`config.mk`:
```
export PLATFORM = sky130hd
export DESIGN_NAME = led_fade_module
export DESIGN_NICKNAME = d
export VERILOG_FILES = /design/src/rtl/led_fade_module.sv
export SDC_FILE = /design/constraint.sdc
export NUM_CORES = 1
export LEC_CHECK = 0
export ABC_AREA = 1
export CELL_PAD_IN_SITES_DETAIL_PLACEMENT = 1
export CELL_PAD_IN_SITES_GLOBAL_PLACEMENT = 1
export CORE_MARGIN = 2
export CORE_UTILIZATION = 42
export DETAILED_ROUTE_END_ITERATION = 7
export PLACE_DENSITY_LB_ADDON = 0.2
export SLEW_MARGIN = 10
export SYNTH_ARGS = -nofsm -noshare
export SYNTH_HDL_FRONTEND = slang
export SYNTH_SLANG_ARGS = --single-unit
```
`constraint.sdc`:
```
create_clock -name CLK -period 2.2 [get_ports CLK]
set_clock_uncertainty 0.15 [all_clocks]
set_input_delay 0.33 -clock CLK [delete_from_list [all_inputs] [get_ports CLK]]
set_output_delay 0.33 -clock CLK [all_outputs]
set_load 0.02 [all_outputs]
```
`src/rtl/led_fade_module.sv`:
```
// PWM LED fader: each channel ramps its duty linearly toward its on/off target.
// Optional LED_GAMMA_EN selects a quadratic duty-to-compare curve instead of linear.
module led_fade_module #(
  parameter int N_LED    = 3,
  parameter int PWM_BITS = 8,
  parameter int STEP_CNT = 48_827
) (
  input  logic             CLK,
  input  logic             RST_n,
  input  logic [N_LED-1:0] LED_In,
  output logic [N_LED-1:0] LED_Out,
  output logic             Busy
);

  localparam int SW = (STEP_CNT > 0) ? $clog2(STEP_CNT + 1) : 1;
  localparam logic [SW-1:0]       STEP_TC = SW'(STEP_CNT);
  localparam logic [PWM_BITS-1:0] DMAX    = '1;
  localparam logic [PWM_BITS-1:0] PWM_TC  = DMAX - 1'b1;

  typedef enum logic [1:0] {
    OFF       = 2'd0,
    RAMP_UP   = 2'd1,
    ON        = 2'd2,
    RAMP_DOWN = 2'd3
  } state_t;

  logic [N_LED-1:0]    target;
  logic [SW-1:0]       step_cnt;
  logic                step_tick;
  logic [PWM_BITS-1:0] pwm_cnt;
  logic [PWM_BITS-1:0] duty       [N_LED];
  logic [PWM_BITS-1:0] cmp        [N_LED];
  state_t              state      [N_LED];
  state_t              state_next [N_LED];
  logic                ramp_any;

  always_ff @(posedge CLK or negedge RST_n) begin
    if (!RST_n) begin
      target   <= '0;
      step_cnt <= '0;
      pwm_cnt  <= '0;
    end else begin
      target   <= LED_In;
      step_cnt <= step_tick ? '0 : step_cnt + 1'b1;
      pwm_cnt  <= (pwm_cnt == PWM_TC) ? '0 : pwm_cnt + 1'b1;
    end
  end

  assign step_tick = (step_cnt == STEP_TC);

  // Duty saturates at both ends; only moves on a prescaler tick.
  always_ff @(posedge CLK or negedge RST_n) begin
    if (!RST_n) begin
      for (int i = 0; i < N_LED; i++) duty[i] <= '0;
    end else if (step_tick) begin
      for (int i = 0; i < N_LED; i++) begin
        if (target[i] && (duty[i] != DMAX))
          duty[i] <= duty[i] + 1'b1;
        else if (!target[i] && (duty[i] != '0))
          duty[i] <= duty[i] - 1'b1;
      end
    end
  end

  always_ff @(posedge CLK or negedge RST_n) begin
    if (!RST_n) begin
      for (int i = 0; i < N_LED; i++) state[i] <= OFF;
    end else begin
      for (int i = 0; i < N_LED; i++) state[i] <= state_next[i];
    end
  end

  always_comb begin
    for (int i = 0; i < N_LED; i++) begin
      state_next[i] = state[i];
      case (state[i])
        OFF:       if (target[i]) state_next[i] = RAMP_UP;
        RAMP_UP: begin
          if (!target[i])           state_next[i] = (duty[i] == '0) ? OFF : RAMP_DOWN;
          else if (duty[i] == DMAX) state_next[i] = ON;
        end
        ON:        if (!target[i]) state_next[i] = RAMP_DOWN;
        RAMP_DOWN: begin
          if (target[i])            state_next[i] = (duty[i] == DMAX) ? ON : RAMP_UP;
          else if (duty[i] == '0)   state_next[i] = OFF;
        end
        default:   state_next[i] = OFF;
      endcase
    end
  end

  always_comb begin
    ramp_any = 1'b0;
    for (int i = 0; i < N_LED; i++) begin
      if ((state_next[i] == RAMP_UP) || (state_next[i] == RAMP_DOWN)) ramp_any = 1'b1;
    end
  end

  always_ff @(posedge CLK or negedge RST_n) begin
    if (!RST_n) Busy <= 1'b0;
    else        Busy <= ramp_any;
  end

`ifdef LED_GAMMA_EN
  // duty*(duty+1) keeps both endpoints exact after the shift.
  logic [2*PWM_BITS-1:0] prod [N_LED];

  always_comb begin
    for (int i = 0; i < N_LED; i++) begin
      prod[i] = (2*PWM_BITS)'(duty[i]) * ((2*PWM_BITS)'(duty[i]) + (2*PWM_BITS)'(1));
      cmp[i]  = prod[i][2*PWM_BITS-1:PWM_BITS];
    end
  end
`else
  always_comb begin
    for (int i = 0; i < N_LED; i++) cmp[i] = duty[i];
  end
`endif

  always_ff @(posedge CLK or negedge RST_n) begin
    if (!RST_n) begin
      LED_Out <= '0;
    end else begin
      for (int i = 0; i < N_LED; i++) LED_Out[i] <= (pwm_cnt < cmp[i]);
    end
  end

endmodule

```
# Word level (Yosys, flattened, before mapping)
# Index checks and enable logic that the tools add are counted.
[word_totals] regBits=61 inputBits=5 out_inout_bits=4
[classes] add_sub_neg=8 n_lt_le_gt_ge=3 n_eq_ne=23 n_mux=38 n_reduce_logical=27
[op_table] op="8-bit 2-to-1 mux" count=7
[op_table] op="2-bit 2-to-1 mux" count=24
[op_table] op="8-bit by 1-bit adder with 8-bit output (second input constant)" count=4
[op_table] op="8-bit == test (second input constant)" count=4
[op_table] op="8-bit zero test" count=3
[op_table] op="8-bit less-than comparator" count=3
[op_table] op="8-bit != test (second input constant)" count=3
[op_table] op="2-bit one-hot mux with 4 select lines" count=3
[op_table] op="8-bit nonzero test" count=3
[op_table] op="8-bit by 1-bit subtractor with 8-bit output (second input constant)" count=3
[op_table] op="2-bit == test (second input constant)" count=9
[op_table] op="16-bit by 1-bit adder with 16-bit output (second input constant)" count=1
[op_table] op="16-bit == test (second input constant)" count=1
[op_table] op="16-bit 2-to-1 mux" count=1
[op_table] op="2-bit by 1-bit == test with 1-bit output (second input constant)" count=6
[op_table] op="1-bit logical AND" count=6
[op_table] op="2-bit zero test" count=3
[op_table] op="2-bit AND reduction" count=3
[op_table] op="2-bit nonzero test" count=3
[op_table] op="1-bit zero test" count=3
[op_table] op="1-bit logical OR" count=3
[op_table] op="1-bit 2-to-1 mux" count=3

# Depth between registers and ports, before layout
# Gate-level depths: netlist of run 1.
[depth] depth_word=9 mapped_depth=14

# Worst setup path after synthesis of run 1
# OpenSTA, ideal clock, no wires.
[synth_timing] path_kind="reg-to-reg" startpoint="reg duty, in the netlist cmp[8]" endpoint="reg duty, in the netlist cmp[13]" setup_time_ns=0.116 arrival_time_ns=1.770 required_ns=1.934 setup_slack_ns=0.163 stages_incl_launch_ff=13 synth_period_minus_slack_ns=2.037 path_cell_list="dfrtp_1 > nand2_1 > nor2_1 > nand2_1 > nand2_1 > ha_1 > nand3_1 > nand3_1 > nand2_1 > nand2_1 > xor2_1 > nand2_1 > nand2_1"
[synth_via] elab_chain_len=4 word_cells_on_any_way=10 cone_classes="add/sub: 2; eq/ne: 1; mux: 2; reduce/logical: 5"
[synth_rtl] item="start, declared" line="31" source="logic [PWM_BITS-1:0] duty [N_LED];"
[synth_rtl] item="start signal, assigned by index" line="58" source="duty[i] <= duty[i] + 1'b1;"
[synth_rtl] item="start signal, assigned by index" line="60" source="duty[i] <= duty[i] - 1'b1;"
[synth_rtl] item="parallel branches: the longest is 4 deep, another holds 8-bit by 1-bit subtractor with 8-bit output"
# Parallel ways; which one is timed is not known. The select of a mux whose other input is x is not followed.
# A chain may end at the register's enable or synchronous reset.

# Final worst setup path of run 1
[layout_timing] startpoint="reg duty, in the netlist cmp[21]" endpoint="reg duty, in the netlist cmp[23]"
# The elaborated chain is that of the path after synthesis.

==> metrics.md, run 1 <==
| Metric | Value |
|---|---|
| Status | complete, no violations |
| Starting density of the core | 0.4265 |
| Mapped cell area | 4344 um^2 |
| CTS Buffer Depth | 2 |
| Register area share after synthesis | 0.3514 |
| Power Density | 487.9 nW/um^2 |
| Critical path's top delay family | simple AND/OR/NAND/NOR gates |
| Hold Crit Class | primary input to register |
| Post-synth cell types | 31 |
| Leakage | 0.002706 uW |
| Slowest CP cell | dfrtp_1 |
| H-tree depth | 3 |
| CP most frequent cell | nand2_1 |
| WL final | 11.64 mm |
| Routed via count | 4085 |
| Max_cap viols | 0 |
| RSZ-0062 raised after global routing | yes |
| Setup violations, final | 0 |
| Clk_lat worst skew | 0.36 ns |
| Final ANT Viol Nets | 0 |
| Post-Route Setup TNS | 0 ns |
| TritonCTS clock tree | done |
| Die Ht | 105.7 um |
| Slew @ Worst Pin | 0.3776 ns |
| Clk root buf | clkbuf_8 |
| Maximum vdd drop | 0.2154 mV |
| Synth Area per Inst | 7.338 um^2 |
| Initial antenna violation count | 0 |
| Post-synth top area cell | dfrtp_1 |
| Share of cells above drive strength 1 | 0.1511 |
| Hpwl dp | 8.564 mm |
| # port buffers | 8 |
| Crit-path cells | nand2_1 -> nor2_2 -> nand2_2 -> nand2_4 -> buf_4 -> ha_4 -> a21oi_1 -> nand2_1 -> a21oi_2 -> nand3_1 -> nand2_1 -> nand2_1 -> nand2_1 |
| Diodes inserted | 0 |
| FF+latch count, synth | 61 |
| Ports | 9 |
| Crit Path Max Fanout | 8 |
| Synth top area share | 0.3514 |
| 1st-pass router iterations | 4 |
| Mapped Nets | 642 |
| Largest cells by area after synthesis | dfrtp_1 (35%), nand2_1 (15%), ha_1 (12%) |
| Slowest stage delay, CP | 0.41 ns |
| Gr usage total | 0.2172 |
| Sum of buffers and inverters on the critical path | 1 |
| Final Cycle Share | 0.9784 |
| Slew HR | 0.7483 |
| Count of pins over their slew limit | 0 |
| Vias in the first global route | 4252 |
| Total clock sinks | 61 |
| Critical Path AT | 2.30 ns |
| Yosys Warn Count | 0 |
| Tmin final | 2.152 ns |
| Area of the core | 10180 um^2 |
| Crit path kind | register to register |
| Max Fclk | 0.4646 GHz |
| Die W | 105.7 um |
| Fin util | 0.5165 |
| Die area | 11170 um^2 |
| Row Count | 37 |
| TritonCTS Buffers | 9 |
| Final GP Congestion | 0.8402 |
| Area growth syn-to-layout | 21.08% |
| Via-to-Cell Ratio | 5.164 |
| CP Launch Type | register |
| DR DRC count | 0 |
| First-pass GRT wire length | 19.63 mm |
| Nets | 701 |
| Critical path required time | 2.35 ns |
| Final hold vios | 0 |
| Largest net degree at the start of global routing | 62 |
| CTS clock-pin slew for the worst setup and hold paths | 0.07 ns |
| Routed length per instance | 14.71 um |
| DRT iter0 DRCs | 100 |
| Total gr overflow | 0 |
| Cell count after synthesis | 592 |
| Kind of end point of the critical path | register |
| Hold_ws | 0.2693 ns |
==> worst register-to-register path, cell delays in order, from the launching register on <==
cell	delay [ns]
dfrtp_1	0.41
nand2_1	0.10
nor2_2	0.15
nand2_2	0.10
nand2_4	0.14
buf_4	0.14
ha_4	0.20
a21oi_1	0.21
nand2_1	0.11
a21oi_2	0.13
nand3_1	0.09
nand2_1	0.06
nand2_1	0.04
nand2_1	0.05
==> cells in the final DEF (no fill, tap or decap), types with 2 or more instances in the layout <==
master / instances
nand2_1: 162
inv_1: 80
nor2_1: 65
dfrtp_1: 61
buf_4: 40
nand3_1: 35
ha_1: 35
a21oi_1: 26
xor2_1: 13
nand4_1: 13
o21ai_1: 11
clkbuf_8: 11
nor3_1: 10
o21ai_0: 10
xnor2_1: 9
nand2_2: 7
clkdlybuf4s50_1: 7
a21oi_2: 4
ha_4: 4
nor2_2: 3
nand2_4: 3
nand3b_1: 3
inv_2: 3
nor3_2: 3
a21boi_0: 3
o211ai_1: 3
o31ai_1: 3
nand3_2: 3
ha_2: 3
nor2_4: 2
o21a_1: 2
a31oi_1: 2
nor2_8: 2
fa_2: 2
clkinv_2: 2
buf_12: 2
==> power breakdown <==
| group | switching, uW | internal, uW |
|---|---|---|
| sequential | 42.6 | 1180 |
| combinational | 185 | 120 |
| clock | 463 | 574 |
| total | 690 | 1880 |
==> final timing paths <==
check / start / endpoint / slack (ns) / cells after the start
hold reg to reg: step_cnt[0] / step_cnt[0] / 0.31 / 1
hold / removal: LED_In[1] / target[1] / 0.27 / 1
min in group asynchronous: RST_n / cmp[18] / 0.34 / 3
setup / recovery: cmp[21] / cmp[23] / 0.05 / 13
setup reg to reg: cmp[21] / cmp[23] / 0.05 / 13
max in group asynchronous: RST_n / cmp[20] / 1.23 / 3
==> state kept, by name (all words and copies together), names as in the netlist <==
signal,flops
state,6
cmp,24
Busy,1
target,3
step_cnt,16
pwm_cnt,8
LED_Out,3
==> stage by stage <==
step	instances	power [uW]	cell area (um^2)	setup slack [ns]
after floorplan	592	1414	4344	0.1632
after global placement	759	1514	4788	-0.05569
after detailed placement	759	1532	4788	-0.1967
after CTS	775	2572	5019	0.006149
after global routing	791	2677	5260	-0.1432
final	791	2566	5260	0.04751
==> layout make-up <==
type	count	area, um^2
clock buffer	11	151.4
clock inverter	4	47.55
fill	1305	4925
inverter	84	320.3
multi-input combinational	444	2619
sequential	61	1526
tap	136	170.2
timing repair buffer	51	425.4
==> routing by layer <==
layer | wire [um] | global-route usage | share of wire | up-vias
li1 | - | - | - | 2019
met1 | 5309 | 0.2760 | 0.46 | 2014
met2 | 5918 | 0.3719 | 0.51 | 30
met3 | 149 | 0.02226 | 0.013 | 22
met4 | 258 | 0.09868 | 0.022 | 0
met5 | 0 | 0 | 0 | -
==> synth_stat cells (all sizes together) <==
library cell / number
a31oi: 2
fa: 3
or2: 1
ha: 42
a21boi: 3
nand2: 172
nor2: 72
dfrtp: 61
nand3: 38
nand3b: 3
nor4: 1
o211ai: 3
xor2: 13
o31ai: 3
nand4: 13
a21oi: 30
o21a: 2
xnor2: 9
inv: 84
buf: 3
nor3: 13
o21ai: 21
==> cell families (layout without fill, tap and decap cells) <==
group	count (synthesis)	after routing	share of synthesized area
AO/OA/AOI/OAI	64	64	0.08064
XOR/XNOR	22	22	0.04436
buffers and inverters	87	150	0.07863
flip-flops	61	61	0.3514
adder cells (fa/ha/maj)	45	45	0.1348
AND/OR/NAND/NOR	313	313	0.3102
==> timing repair <==
action / in CTS / in global routing
pin swaps: 0 / 9
hold buffers: 1 / 0
setup buffers: 0 / 16
gates resized for setup: 6 / 31
hold endpoints to repair: 61 / 0
endpoints found under the setup margin: 9 / 21
(Power assumes the default switching activity.)
==> run 2, diff against run 1 <==
- CTS_CLUSTER_SIZE: unset -> 28
==> results of run 2 <==
No change in the layout: final DEF, timing and power equal those of run 1.
